**src/rtl/branch_resolver_if.sv**
```systemverilog
// Handshake bundle between fetch (predictions), execute (resolutions) and the
// branch resolver (redirect/flush back to the front end).
//   master : fetch/execute side; drives pred_* and res_*, observes redirect.
//   slave  : the resolver; accepts pred_*/res_*, drives pred_ready, cancel,
//            flush, redirect_valid, redirect_pc.
interface branch_resolver_if #(
  parameter int ADDR_W = 32
);
  logic              pred_valid;
  logic              pred_taken;
  logic [ADDR_W-1:0] pred_pc;
  logic [ADDR_W-1:0] pred_target;
  logic              pred_ready;
  logic              res_valid;
  logic              res_taken;
  logic [ADDR_W-1:0] res_target;
  logic              cancel;
  logic              redirect_valid;
  logic [ADDR_W-1:0] redirect_pc;
  logic              flush;

  modport master (
    output pred_valid, pred_taken, pred_pc, pred_target,
    output res_valid, res_taken, res_target,
    input  pred_ready, cancel, redirect_valid, redirect_pc, flush
  );

  modport slave (
    input  pred_valid, pred_taken, pred_pc, pred_target,
    input  res_valid, res_taken, res_target,
    output pred_ready, cancel, redirect_valid, redirect_pc, flush
  );
endinterface

```
**src/rtl/branch_resolver.sv**
```systemverilog
// Branch resolver: in-order queue of unresolved branch predictions checked
// against execute outcomes. A mispredict clears the queue and produces a
// one-cycle cancel/flush/redirect pulse (SQUASH state) the cycle after the
// resolution is sampled.
// Ports:
//   clk, rst       clock; synchronous active-high reset
//   bus (slave)    prediction input, resolution input, redirect outputs
//   inflight       queue occupancy
//   resolved_cnt   resolved branches (wraps)
//   mispred_cnt    mispredicted branches (wraps)
//   underflow_err  sticky: resolution arrived in RUN with an empty queue
module branch_resolver #(
  parameter int DEPTH  = 4,
  parameter int ADDR_W = 32
) (
  input  logic                     clk,
  input  logic                     rst,
  branch_resolver_if.slave         bus,
  output logic [$clog2(DEPTH):0]   inflight,
  output logic [31:0]              resolved_cnt,
  output logic [31:0]              mispred_cnt,
  output logic                     underflow_err
);
  localparam int PW = $clog2(DEPTH);
  localparam int CW = PW + 1;

  typedef enum logic {RUN = 1'b0, SQUASH = 1'b1} state_t;

  state_t            state, state_next;
  logic              mem_taken  [DEPTH];
  logic [ADDR_W-1:0] mem_pc     [DEPTH];
  logic [ADDR_W-1:0] mem_target [DEPTH];
  logic [PW-1:0]     head, tail;
  logic [CW-1:0]     count;
  logic [ADDR_W-1:0] redirect_pc_q;
  logic              ready, pop, push, mispredict;
  logic [ADDR_W-1:0] correct_pc;

  // Ready looks at the current count only; a same-cycle pop frees nothing.
  assign ready              = (state == RUN) && (count != CW'(DEPTH));
  assign bus.pred_ready     = ready;
  assign bus.cancel         = (state == SQUASH);
  assign bus.flush          = (state == SQUASH);
  assign bus.redirect_valid = (state == SQUASH);
  assign bus.redirect_pc    = redirect_pc_q;
  assign inflight           = count;

  always_comb begin
    state_next = state;
    pop        = 1'b0;
    mispredict = 1'b0;
    push       = 1'b0;
    correct_pc = bus.res_taken ? bus.res_target : (mem_pc[head] + ADDR_W'(4));
    case (state)
      RUN: begin
        pop        = bus.res_valid && (count != '0);
        mispredict = pop && ((bus.res_taken != mem_taken[head]) ||
                             (bus.res_taken && (bus.res_target != mem_target[head])));
        // A mispredict discards the whole queue, including a same-cycle enqueue.
        push       = bus.pred_valid && ready && !mispredict;
        if (mispredict) state_next = SQUASH;
      end
      SQUASH: state_next = RUN;
      default: state_next = RUN;
    endcase
  end

  always_ff @(posedge clk) begin
    if (rst) state <= RUN;
    else     state <= state_next;
  end

  always_ff @(posedge clk) begin
    if (push) begin
      mem_taken[tail]  <= bus.pred_taken;
      mem_pc[tail]     <= bus.pred_pc;
      mem_target[tail] <= bus.pred_target;
    end
  end

  always_ff @(posedge clk) begin
    if (rst) begin
      head          <= '0;
      tail          <= '0;
      count         <= '0;
      redirect_pc_q <= '0;
      resolved_cnt  <= '0;
      mispred_cnt   <= '0;
      underflow_err <= 1'b0;
    end else begin
      if (mispredict) begin
        head          <= '0;
        tail          <= '0;
        count         <= '0;
        redirect_pc_q <= correct_pc;
      end else begin
        if (push) tail <= tail + 1'b1;
        if (pop)  head <= head + 1'b1;
        if (push && !pop)      count <= count + 1'b1;
        else if (pop && !push) count <= count - 1'b1;
      end
      if (pop)        resolved_cnt <= resolved_cnt + 32'd1;
      if (mispredict) mispred_cnt  <= mispred_cnt + 32'd1;
      if ((state == RUN) && bus.res_valid && (count == '0)) underflow_err <= 1'b1;
    end
  end
endmodule

```
**src/flat_wrapper.sv**
```systemverilog
// flat-port wrapper written by rule: the top's interface ports become plain ports
module branch_resolver_flat 
#(
  parameter int DEPTH  = 4,
  parameter int ADDR_W = 32
)
  (clk, rst, inflight, resolved_cnt, mispred_cnt, underflow_err, bus_pred_valid, bus_pred_taken, bus_pred_pc, bus_pred_target, bus_res_valid, bus_res_taken, bus_res_target, bus_pred_ready, bus_cancel, bus_redirect_valid, bus_redirect_pc, bus_flush);
  branch_resolver_if #(.ADDR_W(ADDR_W)) bus_i ();
  input  logic clk;
  input  logic rst;
  output logic [$clog2(DEPTH):0] inflight;
  output logic [31:0] resolved_cnt;
  output logic [31:0] mispred_cnt;
  output logic underflow_err;
  input wire logic [$bits(bus_i.pred_valid)-1:0] bus_pred_valid;
  input wire logic [$bits(bus_i.pred_taken)-1:0] bus_pred_taken;
  input wire logic [$bits(bus_i.pred_pc)-1:0] bus_pred_pc;
  input wire logic [$bits(bus_i.pred_target)-1:0] bus_pred_target;
  input wire logic [$bits(bus_i.res_valid)-1:0] bus_res_valid;
  input wire logic [$bits(bus_i.res_taken)-1:0] bus_res_taken;
  input wire logic [$bits(bus_i.res_target)-1:0] bus_res_target;
  output wire logic [$bits(bus_i.pred_ready)-1:0] bus_pred_ready;
  output wire logic [$bits(bus_i.cancel)-1:0] bus_cancel;
  output wire logic [$bits(bus_i.redirect_valid)-1:0] bus_redirect_valid;
  output wire logic [$bits(bus_i.redirect_pc)-1:0] bus_redirect_pc;
  output wire logic [$bits(bus_i.flush)-1:0] bus_flush;
  assign bus_i.pred_valid = bus_pred_valid;
  assign bus_i.pred_taken = bus_pred_taken;
  assign bus_i.pred_pc = bus_pred_pc;
  assign bus_i.pred_target = bus_pred_target;
  assign bus_i.res_valid = bus_res_valid;
  assign bus_i.res_taken = bus_res_taken;
  assign bus_i.res_target = bus_res_target;
  assign bus_pred_ready = bus_i.pred_ready;
  assign bus_cancel = bus_i.cancel;
  assign bus_redirect_valid = bus_i.redirect_valid;
  assign bus_redirect_pc = bus_i.redirect_pc;
  assign bus_flush = bus_i.flush;
  branch_resolver #(.DEPTH(DEPTH), .ADDR_W(ADDR_W)) u_core (.clk(clk), .rst(rst), .bus(bus_i), .inflight(inflight), .resolved_cnt(resolved_cnt), .mispred_cnt(mispred_cnt), .underflow_err(underflow_err));
endmodule
```
**config.mk**
```make
export PLATFORM = sky130hd
export DESIGN_NAME = branch_resolver_flat
export DESIGN_NICKNAME = d
export VERILOG_FILES = /design/src/rtl/branch_resolver_if.sv /design/src/rtl/branch_resolver.sv /design/src/flat_wrapper.sv
export SDC_FILE = /design/constraint.sdc
export NUM_CORES = 1
export LEC_CHECK = 0
export ABC_AREA = 1
export BUFFER_PORTS_ARGS = -buffer_cell sky130_fd_sc_hd__buf_2
export CORE_MARGIN = 8
export CORE_UTILIZATION = 58
export DETAILED_ROUTE_END_ITERATION = 7
export PLACE_DENSITY = 0.86
export SKIP_LAST_GASP = 1
export SLEW_MARGIN = 25
export SYNTH_ARGS = -nofsm -noshare
export SYNTH_HDL_FRONTEND = slang
export SYNTH_SLANG_ARGS = --single-unit
```
**constraint.sdc**
```tcl
create_clock -name clk -period 6.67 [get_ports clk]
set_input_delay 0.3335 -clock clk [delete_from_list [all_inputs] [get_ports clk]]
set_output_delay 0.3335 -clock clk [all_outputs]
set_load 0.1 [all_outputs]
```
==> results of run 1 <==
[through the flow]
| step | utilization [%] | instance area (sq um) | setup slack, ps |
|---|---|---|---|
| after floorplan | - | 16900 | 255 |
| after CTS | 68.0 | 19500 | 1970 |
| final | 68.0 | 19500 | 1900 |
| after detailed placement | 63.3 | 18200 | 2010 |
| after global placement | 63.3 | 18200 | 2180 |
| after global routing | 68.0 | 19500 | 1630 |
[logic make-up after synthesis]
kind of cell | after synthesis
simple gates | 1137
compound gates | 126
flops | 367
buf+inv | 182
xor+xnor | 61
fa+ha+maj | 9
[worst max path at each step]
stage                             from                          to  slack (ps)
global placement             flip-flop        u_core.mem_pc[1][23]        2180
floorplan           u_core.inflight[0]         u_core.mem_pc[0][0]         250
CTS                          flip-flop        u_core.mem_pc[1][27]        1970
global route                 flip-flop  u_core.bus.redirect_pc[17]        1630
detailed placement           flip-flop        u_core.mem_pc[1][17]        2010
finish                       flip-flop        u_core.mem_pc[1][27]        1900
[routing by layer]
| layer | global-route usage, % | wire length [um] | up-vias |
|---|---|---|---|
| met5 | 0 | 24 | - |
| met2 | 43.2 | 22300 | 890 |
| li1 | - | - | 6702 |
| met4 | 13.2 | 2400 | 4 |
| met3 | 5.82 | 5030 | 161 |
| met1 | 33.7 | 18300 | 6724 |
[critical path, cell delays in order (launching register included)]
cell	delay [ps]
dfxtp_4	750
buf_4	660
nand2_1	150
nand3_1	180
nand2_1	100
nand2_1	70
nand2_1	50
nor2_1	80
nand2_1	50
nor2_1	110
nand3_1	100
o21bai_1	310
nand2_1	400
nor2_4	500
buf_4	740
[cells in the mapped netlist, drive strengths merged (8+ instances only)]
master  number  area share (%)
nor3        26            0.84
nand4       51             1.9
nand3      205             6.2
dfxtp      107              13
xor2        45             2.3
nand3b      21            0.93
buf         52             2.0
xnor2       16            0.83
inv        101             2.3
nor4         8            0.30
edfxtp     260              46
nor2       175             3.9
o21ai       48             1.4
ha           8            0.59
clkbuf      28            0.62
nand2      645              14
a21oi       62             1.8
[power breakdown]
group          leakage, nW  total, W  switching, W  internal (W)
Combinational         4.12   0.00234       0.00179      0.000547
Sequential            3.24   0.00291      0.000150       0.00276
Clock                0.668   0.00224      0.000889       0.00135
[final cells by class]
type / instances / area [sq um] / share of cell area, %
Timing Repair Buffer: 220 / 1170 / 5.98
Clock buffer: 51 / 1120 / 5.76
Clock inverter: 21 / 225 / 1.15
Inverter: 102 / 385 / 1.97
Sequential cell: 367 / 9950 / 51.0
Tap cell: 384 / 480 / 2.46
Antenna cell: 1 / 2.50 / 0.0128
Multi-Input combinational cell: 1333 / 6190 / 31.7
[state kept, by name, summed over array words and instances, names as in the netlist, 2 cells and up, named ones only]
| name | cells |
|---|---|
| u_core.head | 2 |
| u_core.mem_target | 128 |
| u_core.mem_taken | 4 |
| u_core.bus.redirect_pc | 32 |
| u_core.mem_pc | 128 |
| u_core.resolved_cnt | 32 |
| u_core.inflight | 3 |
| u_core.tail | 2 |
| u_core.mispred_cnt | 32 |
==> reports/metrics.yaml, run 1 <==
status: "finished clean"
synth_edf_count: 260
fin_crit_ps: 4770
clock_path_buffers: 3
firstDrtPassIters: 7
root_buffer: "clkbuf_16"
overflow: 0
synth-compound-area-share_pct: 3.92
final_cells: 2479
hpwlAfterDp_um: 32900
viasPerCell: 5.84
criticalPathCategory: "flip-flop to flip-flop"
place.gp.congestion: 0.962
synth.ff_latch_count: 367
synth_top_family_by_area: "simple AND/OR/NAND/NOR gates"
clk_latency_ps: 540
fin_crit_sh_pct: 71.5
coreArea_sq_mm: 0.0287
grt_pass1_vias: 13900
grt_pass1_wl_um: 75700
relSlewSlack_pct: 26.1
clock_skew_ps: 23.5
io_pins: 206
clock_sinks: 367
holdWs_ps: 11.3
rsz0062_at_grt: "no"
grt_max_degree: 70
syn_nets: 1993
cts_tree: "done"
cts_resized: 0
final_common_cell: "nand2_1"
clk_pin_slew_ps: 70
fp.dieH_um: 187
final_cell_mix: "645 x nand2_1, 260 x edfxtp_1, 205 x buf_2"
final_antenna_net_count: 0
die_x_um: 187
max-cap-violations: 0
synth_flop_cell: "edfxtp_1"
fmax_mhz: 210
path_max_fanout: 67
seq_area_frac_synth_pct: 58.8
ys_types: 39
io_buffer_count: 205
min_path_cells: 1
start_util_pct: 59.0
synth_xor_area_share_pct: 3.16
numCtsBuffers: 39
synth_adder_area_share_pct: 0.710
dp_cells: 2404
postSynthAreaPerCell_sq_um: 8.99
nets: 2174
cts_hold_buffers: 2
hp-class: "primary input to flip-flop"
wire_per_inst_um: 19.4
pwr_density_cell_mw_per_mm2: 384
routed_wl_um: 48000
cts_setup_buffers: 0
design.die.area_sq_mm: 0.0349
drtIter0Drc: 1597
synthArstFlopShare_pct: 0
min-delay-start: "bus_pred_target[20]"
regToRegSetupSlack_ps: 1900
crit_arrival_ps: 4930
drv_slew: 0
tightest_slew_ps: 1110
cellLeakagePower_nw: 8.03
reg2regPathDepth: 14
tns_ps: 0
yosys.area_share.simple_pct: 28.6
antenna_found_initial: 2
hold-path-endpoint: "u_core.mem_target[3][20]"
drive_above_1_share_pct: 14.3
worstSetupEndpointType: "flip-flop"
num_rows: 62
synth_mux_area_share_pct: 0
power_w: 0.00749
grtUsageTotal_pct: 26.7
ir_worst_vdd_v: 0.000255
synth_warnings: 0
critPathLaunchType: "flip-flop"
syn_to_final_growth_pct: 15.4
num_vias: 14500
drc: 0
final_hold_viol_count: 0
h-tree-depth: 2
nFillCells: 2187
syn_area_sq_mm: 0.0169
required_ps: 6830
r2r_end: "u_core.mem_pc[1][27]"
setup_viol: 0
syn_inst: 1882
Note: power is estimated with default switching activity, not from simulation.
==> run 2, diff against run 1 <==
--- a/config.mk
+++ b/config.mk
@@ -8,9 +8,9 @@
 export ABC_AREA = 1
 export BUFFER_PORTS_ARGS = -buffer_cell sky130_fd_sc_hd__buf_2
 export CORE_MARGIN = 8
-export CORE_UTILIZATION = 58
+export CORE_UTILIZATION = 53
 export DETAILED_ROUTE_END_ITERATION = 7
-export PLACE_DENSITY = 0.86
+export PLACE_DENSITY = 0.83
 export SKIP_LAST_GASP = 1
 export SLEW_MARGIN = 25
 export SYNTH_ARGS = -nofsm -noshare
==> constraint.sdc (replaced) <==
create_clock -name clk -period 4.1 [get_ports clk]
set_input_delay 0.205 -clock clk [delete_from_list [all_inputs] [get_ports clk]]
set_output_delay 0.205 -clock clk [all_outputs]
set_load 0.1 [all_outputs]
==> run 2 against run 1 <==
Maximum frequency increased by 33%. Critical path depth grew 6. Largest cell class unchanged. Flip-flop and latch count did not move. Combinational power is 70% higher. Worst hold slack improved by 45 ps. Via count is essentially flat. Power grew 61%. Critical path type unchanged. Die area is 8.6% higher. Final area rose by 3.3%. Setup slack got worse by 1400 ps.
==> reports/metrics.yaml, run 2 (same netlist as run 1, synthesis figures left out) <==
final_cells: 2564
design.die.area_sq_mm: 0.0379
numCtsBuffers: 38
r2r_end: "u_core.inflight[2]"
fin_crit_ps: 3580
num_rows: 65
syn_to_final_growth_pct: 19.2
clk_latency_ps: 520
clock_path_buffers: 3
tightest_slew_ps: 852
viasPerCell: 5.65
regArea_sq_mm: 0.00995
final_antenna_net_count: 0
drc: 0
clock_sinks: 367
drtIter0Drc: 1454
cts_setup_buffers: 0
worstSetupEndpointType: "flip-flop"
wire_per_inst_um: 19.3
h-tree-depth: 2
multiInputGateArea_sq_mm: 0.00620
clock_skew_ps: 18.8
drive_above_1_share_pct: 14.0
hpwlAfterDp_um: 33400
drv_slew: 0
reg2regPathDepth: 20
root_buffer: "clkbuf_16"
relSlewSlack_pct: 43.2
crit_arrival_ps: 4030
dp_cells: 2428
reg_top3: "u_core.mem_pc x128, u_core.mem_target x128"
fp.dieH_um: 195
firstDrtPassIters: 5
antenna_found_initial: 3
path_max_fanout: 70
io_pins: 206
grt_max_degree: 127
nets: 2242
tns_ps: 0
clk_pin_slew_ps: 60
ir_worst_vdd_v: 0.000420
setup_viol: 0
max-cap-violations: 0
cts_tree: "done"
nFillCells: 2567
required_ps: 4540
critPathLaunchType: "flip-flop"
cellLeakagePower_nw: 8.27
final_hold_viol_count: 0
criticalPathCategory: "flip-flop to flip-flop"
io_buffer_count: 205
final_common_cell: "nand2_1"
grt_pass1_wl_um: 77000
overflow: 0
rsz0062_at_grt: "no"
grtUsageTotal_pct: 25.2
grt_pass1_vias: 14200
die_x_um: 195
fmax_mhz: 279
pwr_density_cell_mw_per_mm2: 598
routed_wl_um: 49500
fin_crit_sh_pct: 87.4
endpoint: "u_core.inflight[2]"
start_util_pct: 53.8
final_cell_mix: "645 x nand2_1, 260 x edfxtp_1, 205 x buf_2"
coreArea_sq_mm: 0.0315
regToRegSetupSlack_ps: 520
status: "finished clean"
num_vias: 14500
hp-class: "primary input to flip-flop"
place.gp.congestion: 0.932
==> run 2: metal layers <==
| metal | track usage [%] | vias to the layer above | wire, um |
|---|---|---|---|
| met2 | 40.9 | 734 | 23000 |
| met1 | 32.7 | 6802 | 20000 |
| li1 | - | 6826 | - |
| met3 | 5.63 | 114 | 4840 |
| met4 | 9.45 | 2 | 1650 |
| met5 | 0 | - | 13 |
==> run 2: repair_timing <==
item	in CTS	in global routing
setup endpoints to repair	0	0
hold buffers	65	0
gates resized for setup	0	0
endpoints found under the hold margin	260	0
==> run 2: how the worst min path moves through the flow <==
stage,cells past startpoint,slack [ps],endpoint,start
final,5,60,u_core.bus.redirect_pc[31],bus_res_target[31]
after CTS,5,30,u_core.bus.redirect_pc[31],bus_res_target[31]
after floorplan,0,300,u_core.mem_pc[0][0],bus_pred_pc[0]
after global routing,5,70,u_core.bus.redirect_pc[31],bus_res_target[31]
after global placement,1,420,u_core.mem_pc[1][23],bus_pred_pc[23]
after detailed placement,1,420,u_core.mem_pc[1][15],bus_pred_pc[15]
==> run 2: power by group <==
part	internal, W	total [W]	switching, W
clock	0.00201	0.00342	0.00141
combinational	0.000967	0.00397	0.00301
sequential	0.00449	0.00467	0.000181
total	0.00747	0.0121	0.00459
==> run 2: worst max-delay path, stage by stage, from the launching register on <==
cell	delay [ps]
dfxtp_4	360
inv_4	530
nand2_1	100
nand3_1	170
nand2_1	80
nand2_1	120
nand2_1	70
nor2_1	110
nand2_1	70
nor2_1	110
nand3_1	110
o21bai_1	340
nand2_1	120
inv_1	80
ha_1	130
inv_1	60
fa_1	380
a21oi_1	140
o21ai_0	110
xor2_1	150
nor2_1	100
==> run 2: cell type report <==
type	instances	area share, %
tap	402	2.49
clock buffer	56	5.50
inverter	102	1.91
sequential	367	49.3
timing repair buffer	289	9.33
clock inverter	12	0.645
antenna	3	0.0372
multi-input combinational	1333	30.7
==> run 2: per-stage QoR <==
step	instance area [sq um]	setup WS [ps]	utilization, %	total power (W)	hold slack [ps]
floorplan	17000	217	-	0.00763	304
global placement	18300	549	58.1	0.00855	416
detailed placement	18300	598	58.1	0.00861	420
CTS	20200	583	64.1	0.0121	31.0
global route	20200	202	64.1	0.0126	68.8
finish	20200	516	64.1	0.0121	56.4
